`src/rtl/seven_segment_led_if.sv`:
```
// Display bus for seven_segment_led: value and blanking mask in, active-low
// anode enables and segment lines out.
interface seven_segment_led_if;
  logic [31:0] NUMBER;
  logic [7:0]  AN_MASK;
  logic [7:0]  AN;
  logic [6:0]  SEG;

  modport master (
    output NUMBER,
    output AN_MASK,
    input  AN,
    input  SEG
  );

  modport slave (
    input  NUMBER,
    input  AN_MASK,
    output AN,
    output SEG
  );
endinterface

```
`src/rtl/seven_segment_led.sv`:
```
// Time-multiplexed 8-digit hex driver for a common-anode seven-segment display.
// Optional build macro LEADING_ZERO_BLANK_EN blanks digits above the highest non-zero nibble.
module seven_segment_led #(
  parameter int unsigned SCAN_DIV = 1
) (
  input  logic            clk,
  input  logic            RESET,
  seven_segment_led_if.slave bus
);

  localparam logic [15:0] DIV_LAST = 16'(SCAN_DIV - 1);

  logic [15:0] cnt_reg;
  logic [2:0]  idx_reg;
  logic [7:0]  an_reg;
  logic [6:0]  seg_reg;

  logic [7:0]  lz_mask;
  logic [7:0]  blank_mask;
  logic [3:0]  nibble;
  logic [7:0]  an_next;
  logic [6:0]  seg_next;

  function automatic logic [6:0] decode(input logic [3:0] hex);
    logic [6:0] seg;
    case (hex)
      4'h0:    seg = 7'h40;
      4'h1:    seg = 7'h79;
      4'h2:    seg = 7'h24;
      4'h3:    seg = 7'h30;
      4'h4:    seg = 7'h19;
      4'h5:    seg = 7'h12;
      4'h6:    seg = 7'h02;
      4'h7:    seg = 7'h78;
      4'h8:    seg = 7'h00;
      4'h9:    seg = 7'h10;
      4'hA:    seg = 7'h08;
      4'hB:    seg = 7'h03;
      4'hC:    seg = 7'h46;
      4'hD:    seg = 7'h21;
      4'hE:    seg = 7'h06;
      4'hF:    seg = 7'h0E;
      default: seg = 7'h7F;
    endcase
    return seg;
  endfunction

`ifdef LEADING_ZERO_BLANK_EN
  // Digit k is a leading zero when every nibble from k upward is zero;
  // digit 0 is never blanked so a zero value still shows one "0".
  assign lz_mask[0] = 1'b0;
  generate
    for (genvar gi = 1; gi < 8; gi++) begin : g_lz
      assign lz_mask[gi] = ~|bus.NUMBER[31:4*gi];
    end
  endgenerate
`else
  assign lz_mask = 8'h00;
`endif

  assign blank_mask = bus.AN_MASK | lz_mask;
  assign nibble     = bus.NUMBER[{idx_reg, 2'b00} +: 4];

  always_comb begin
    an_next  = ~(8'd1 << idx_reg) | blank_mask;
    seg_next = blank_mask[idx_reg] ? 7'h7F : decode(nibble);
  end

  always_ff @(posedge clk or posedge RESET) begin
    if (RESET) begin
      cnt_reg <= 16'd0;
      idx_reg <= 3'd0;
      an_reg  <= 8'hFF;
      seg_reg <= 7'h7F;
    end else begin
      an_reg  <= an_next;
      seg_reg <= seg_next;
      if (cnt_reg == DIV_LAST) begin
        cnt_reg <= 16'd0;
        idx_reg <= idx_reg + 3'd1;
      end else begin
        cnt_reg <= cnt_reg + 16'd1;
      end
    end
  end

  assign bus.AN  = an_reg;
  assign bus.SEG = seg_reg;

endmodule

```
`src/flat_wrapper.sv`:
```
// flat-port wrapper written by rule: the top's interface ports become plain ports
module seven_segment_led_flat 
#(
  parameter int unsigned SCAN_DIV = 1
)
  (clk, RESET, bus_NUMBER, bus_AN_MASK, bus_AN, bus_SEG);
  seven_segment_led_if bus_i ();
  input  logic clk;
  input  logic RESET;
  input wire logic [$bits(bus_i.NUMBER)-1:0] bus_NUMBER;
  input wire logic [$bits(bus_i.AN_MASK)-1:0] bus_AN_MASK;
  output wire logic [$bits(bus_i.AN)-1:0] bus_AN;
  output wire logic [$bits(bus_i.SEG)-1:0] bus_SEG;
  assign bus_i.NUMBER = bus_NUMBER;
  assign bus_i.AN_MASK = bus_AN_MASK;
  assign bus_AN = bus_i.AN;
  assign bus_SEG = bus_i.SEG;
  seven_segment_led #(.SCAN_DIV(SCAN_DIV)) u_core (.clk(clk), .RESET(RESET), .bus(bus_i));
endmodule
```
`config.mk`:
```
export PLATFORM = sky130hd
export DESIGN_NAME = seven_segment_led_flat
export DESIGN_NICKNAME = d
export VERILOG_FILES = /design/src/rtl/seven_segment_led_if.sv /design/src/rtl/seven_segment_led.sv /design/src/flat_wrapper.sv
export SDC_FILE = /design/constraint.sdc
export NUM_CORES = 1
export LEC_CHECK = 0
export CAP_MARGIN = 15
export CORE_UTILIZATION = 25
export DETAILED_ROUTE_END_ITERATION = 16
export HOLD_SLACK_MARGIN = 0.05
export PLACE_DENSITY = 0.56
export SETUP_SLACK_MARGIN = 0.02
export SYNTH_ARGS = -nofsm -noshare
export SYNTH_HDL_FRONTEND = slang
export SYNTH_SLANG_ARGS = --single-unit
```
`constraint.sdc`:
```
create_clock -name clk -period 4.4 [get_ports clk]
set_input_delay 0.66 -clock clk [delete_from_list [all_inputs] [get_ports clk]]
set_output_delay 0.66 -clock clk [all_outputs]
set_load 0.01 [all_outputs]
```
# [After elaboration in Yosys (flattened, before gate mapping)]
# Memory sizes are Yosys's and may differ from the RTL's.
# Index checks and enable logic that the tools add are counted.
[classes] add_sub_neg=2 n_mul=0 div=0 order_cmp=1 eq_ne=0 shift=2 mux=4 bitwise_logic=2 reduce_logical=1
[op_table] cell="32-bit by 6-bit indexed part select with 4-bit output" n=1
[op_table] cell="16-bit by 1-bit adder with 16-bit output, second input constant" n=1
[op_table] cell="16-bit logical NOT" n=1
[op_table] cell="16-bit two-way mux" n=1
[op_table] cell="8-bit inverter" n=1
[op_table] cell="8-bit OR" n=1
[op_table] cell="1-bit by 3-bit left shift with 8-bit output, first input constant" n=1
[op_table] cell="7-bit two-way mux" n=1
[op_table] cell="3-bit by 4-bit < comparator with 1-bit output, second input constant" n=1
[op_table] cell="3-bit by 1-bit adder with 3-bit output, second input constant" n=1
[op_table] cell="1-bit binary-select mux with 3-bit select" n=1
[op_table] cell="1-bit two-way mux" n=1
[word_totals] regBits=34 latchBits=0 ram_bits=0 romBits=112 inputBits=42 out_inout_bits=15 word_cells=17 n_memories=1
[mem_list] name="(name not given)" words=16 width=7 rd=1 rd_clocked_by_memory_dff=0 write_ports=0 line_no="seven_segment_led.sv:26" source="case (hex)"

# [Logic depth before layout (Yosys ltp)]
[depth] depth_word=3 ltp_mapped=10

# [Worst setup path before layout]
# OpenSTA, ideal clock, no wires.
[synth_timing] path_type="register -> register" startpoint="reg u_core.idx_reg[1]" endpoint="reg u_core.seg_reg[3], in the netlist u_core.bus.SEG[3]" t_arrival_ps=2032 required_time_ps=4323 slack_ps=2290 path_stages_with_launch=10 cell_sequence="dfrtp_1 buf_4 mux4_2 nand2_1 nand2_1 inv_1 ha_1 a21boi_1 a2111oi_4 a31oi_1"
[synth_between] elab_chain_cells=3 word_cells_on_any_way=5
[synth_lines] element="start, declared" line_no="seven_segment_led.sv:14" source="logic [2:0] idx_reg;"
[synth_lines] element="start signal, assigned" line_no="seven_segment_led.sv:80" source="idx_reg <= idx_reg + 3'd1;"
[synth_lines] element="32-bit by 6-bit indexed part select with 4-bit output or 1-bit binary-select mux with 3-bit select (tied branches)" line_no="seven_segment_led.sv:62, seven_segment_led.sv:66"
[synth_lines] element="memory read 16 x 7 bit or 1-bit two-way mux (tied branches)"
[synth_lines] element="7-bit two-way mux (*)" line_no="seven_segment_led.sv:66" source="seg_next = blank_mask[idx_reg] ? 7'h7F : decode(nibble);"
[synth_lines] element="named net u_core.seg_next[3]" line_no="seven_segment_led.sv:22" source="logic [6:0] seg_next;"
[synth_lines] element="end signal, assigned" line_no="seven_segment_led.sv:77" source="seg_reg <= seg_next;"
[synth_lines] element="end, declared" line_no="seven_segment_led.sv:16" source="logic [6:0] seg_reg;"
# The timed path passes the listed nets; every way through them passes the cells marked *. The select of a mux whose other input is x is not followed.
# A chain may end at the register's enable or synchronous reset.

# [Worst setup path in the final report]
# Ends and elaborated chain as after synthesis.

==> run_results.csv <==
group,metric,value,unit
outcome,status,"completed",
routing,drc,0,
timing,report.final.slew_viol_count,0,
synthesis,syn_inst,173,
placement,dp.cells,326,
critical_path,critical_path_buf_inv_count,1,
global_routing,grt_pass1_vias,1583,
power,power.density,270.2,nW/um2
routing,via_count,1499,
floorplan,core_region_area,7767,um2
global_routing,grt_pass1_wl,7493,um
clock_network,cts.clk_slew.worst_paths,0.08,ns
critical_path,criticalPathCategory,"reg -> reg",
synthesis,synthFlopType,"dfrtp_1",
clock_network,cts.htree.levels,2,
synthesis,synth_area,2023,um2
critical_path,setup.worst_path.end,"u_core.bus.SEG[3]",
cells_and_area,utilization,36.58,%
routing,wl,4226,um
floorplan,fp.dieH,91.96,um
floorplan,io_pins,57,
floorplan,die_w,91.96,um
critical_path,crit_start,"u_core.idx_reg[1]",
global_routing,grt_overflow,0,
timing,finalCriticalPeriod,2.549,ns
clock_network,cts_sinks,34,
synthesis,synth_edf_count,0,
clock_network,clk_latency,0.29,ns
critical_path,reg2reg_slack,1.85,ns
placement,dpl_worst_slack,1.678,ns
flow_run,maxCapViolCount,0,
synthesis,ys_top_cells_by_area,"dfrtp_1 (24%), dfstp_2 (19%), ha_1 (8.7%), mux4_2 (6.7%), xnor2_1 (4.3%)",
floorplan,rows,32,
synthesis,postSynthAreaPerCell,11.69,um2
critical_path,crit_chain,"mux4_2 > nand2_1 > nand2_1 > inv_1 > ha_1 > a21boi_1 > a2111oi_4 > a31oi_1",
timing,finalHoldWorstSlack,0.4746,ns
routing,vias_per_cell,4.475,
timing,relSlewSlack,57.39,%
power,leakage,1.202,nW
critical_path,r2r-end,"u_core.bus.SEG[3]",
cells_and_area,diodes,0,
clock_network,cts_setup_buffers,0,
clock_network,root_buffer,"clkbuf_8",
critical_path,r2r_cells,8,
critical_path,crit_path_frequent_cell,"nand2_1",
cells_and_area,nets,288,
critical_path,worstSetupStartpointType,"register",
critical_path,critPathMaxFanout,16,
clock_network,cts_inserted_buffers,5,
critical_path,cp.depth,8,
critical_path,cp_slowest_stage_delay,0.76,ns
synthesis,yosysTopAreaCell,"dfrtp_1",
synthesis,synth_top_area_share,23.50,%
timing,clock_skew,0.01300,ns
cells_and_area,multi_input_area,1074,um2
critical_path,cp.required,4.59,ns
power,ir_drop,0.1162,mV
clock_network,postCtsHoldBufs,0,
timing,finalCritPeriodShare,57.94,%
timing,rsz0062_at_grt,"false",
routing,wl_per_cell,12.61,um
routing,first_iter_violations,51,
clock_network,cts_tree,"yes",
placement,numPortBuffers,56,
critical_path,cp_slowest_cell,"dfrtp_1",
timing,setup_ws,1.851,ns
critical_path,r2r-start,"u_core.idx_reg[1]",
global_routing,track_usage,11.23,%
hold_path,hp-class,"reg -> reg",
timing,worst_pin_slew,0.6391,ns
routing,ant_nets,0,
floorplan,dieArea,8457,um2
synthesis,synth-seq-cells,34,
synthesis,yosys.cell_types.count,43,
timing,max_freq,0.3923,GHz
floorplan,initial_core_util,26.05,%
synthesis,synthArstFlopShare,100.0,%
routing,first_pass_iters,5,
global_routing,antenna_found_initial,0,
clock_network,cts_resized,0,
global_routing,grt_max_degree,29,
cells_and_area,largest_reg_flops,16,
critical_path,arrival,2.74,ns
clock_network,cts.path.max_buffers,2,
placement,dp_hpwl,3263,um
critical_path,critPathTopFamily,"flip-flops",
synthesis,syn_nets,229,
cells_and_area,nFillCells,797,
timing,fin_tns_setup,0,ns
critical_path,cp-end-kind,"register",
synthesis,synth_warnings,0,
cells_and_area,drive_gt1_share,16.31,%
cells_and_area,layout.cells.non_filler,335,
placement,gp_congestion,0.7505,
cells_and_area,area_growth,40.45,%
synthesis,seq_area_frac_synth,42.98,%
cells_and_area,seqCellArea,869.6,um2
timing,finalSetupViolCount,0,
timing,finalHoldViolCount,0,
[final cells by class]
type | count | area share, %
Multi-Input combinational cell | 123 | 37.78
Sequential cell | 34 | 30.60
Timing Repair Buffer | 58 | 20.96
Tap cell | 102 | 4.491
Clock buffer | 5 | 2.422
Clock inverter | 3 | 2.422
Inverter | 10 | 1.321
[stage by stage]
step                      area [um2]  total power, mW
after floorplan                 2023           0.3703
after global placement          2676           0.4267
after detailed placement        2676           0.4268
after CTS                       2814           0.7739
after global routing            2841           0.8052
final                           2841           0.7678
[layer usage]
metal / wire [um] / up-vias / track usage [%]
li1: - / 728 / -
met1: 2055 / 702 / 15.24
met2: 1854 / 66 / 17.41
met3: 286 / 3 / 3.648
met4: 30 / 0 / 2.474
met5: 0 / - / 0
[cell families (layout without fill, tap and decap cells)]
family | Yosys count | after routing | share of synthesized area, %
adders and majority gates | 14 | 14 | 8.658
DFF | 34 | 34 | 42.98
AOI/OAI and AO/OA | 17 | 17 | 6.927
and+or+nand+nor | 58 | 58 | 14.90
xor gates and xnor gates | 15 | 15 | 6.493
buffers and inverters | 16 | 76 | 3.958
muxes | 19 | 19 | 16.08
[where the power goes]
part	leakage [nW]	switching [mW]	internal, mW
combinational	0.714	0.0373	0.0623
sequential	0.420	0.00167	0.322
clock	0.0683	0.117	0.227
[cell usage in the layout (no fill, tap or decap), drive strengths merged, types with 4 or more instances in the layout]
cell           count
mux4               8
mux2i              9
nand3              8
nand3b             4
nor2               9
ha                14
dfstp             15
and2               4
nand4              4
o21ai              4
o221ai             4
clkdlybuf4s50     56
dfrtp             19
xor2               5
xnor2             10
inv               10
clkbuf             5
nand2             17
[worst reg2reg max path: cells and delay by family (launching register included)]
| family | cells | cell delay [ns] |
|---|---|---|
| AOI/OAI and AO/OA | 3 | 0.56 |
| muxes | 1 | 0.59 |
| buffers and inverters | 1 | 0.17 |
| adders and majority gates | 1 | 0.16 |
| and+or+nand+nor | 2 | 0.22 |
| DFF | 1 | 0.76 |
[worst min path at each step]
| stage | end | slack [ns] | cells after the start | startpoint |
|---|---|---|---|---|
| floorplan | u_core.cnt_reg[15] | 0.45 | 1 | u_core.cnt_reg[15] |
| global placement | u_core.cnt_reg[15] | 0.47 | 1 | u_core.cnt_reg[15] |
| detailed placement | u_core.cnt_reg[15] | 0.47 | 1 | u_core.cnt_reg[15] |
| CTS | u_core.cnt_reg[15] | 0.48 | 1 | u_core.cnt_reg[15] |
| global route | u_core.cnt_reg[15] | 0.49 | 1 | u_core.cnt_reg[15] |
| finish | u_core.cnt_reg[15] | 0.47 | 1 | u_core.cnt_reg[15] |
[cells in the mapped netlist, drive strengths merged (4+ instances only)]
cell type,number
and2,4
buf,4
dfrtp,19
dfstp,15
ha,14
inv,10
mux2i,9
mux4,8
nand2,17
nand3,8
nand3b,4
nand4,4
nor2,9
o21ai,4
o221ai,4
xnor2,10
xor2,5
No activity file was read; power rests on OpenSTA's default activity.
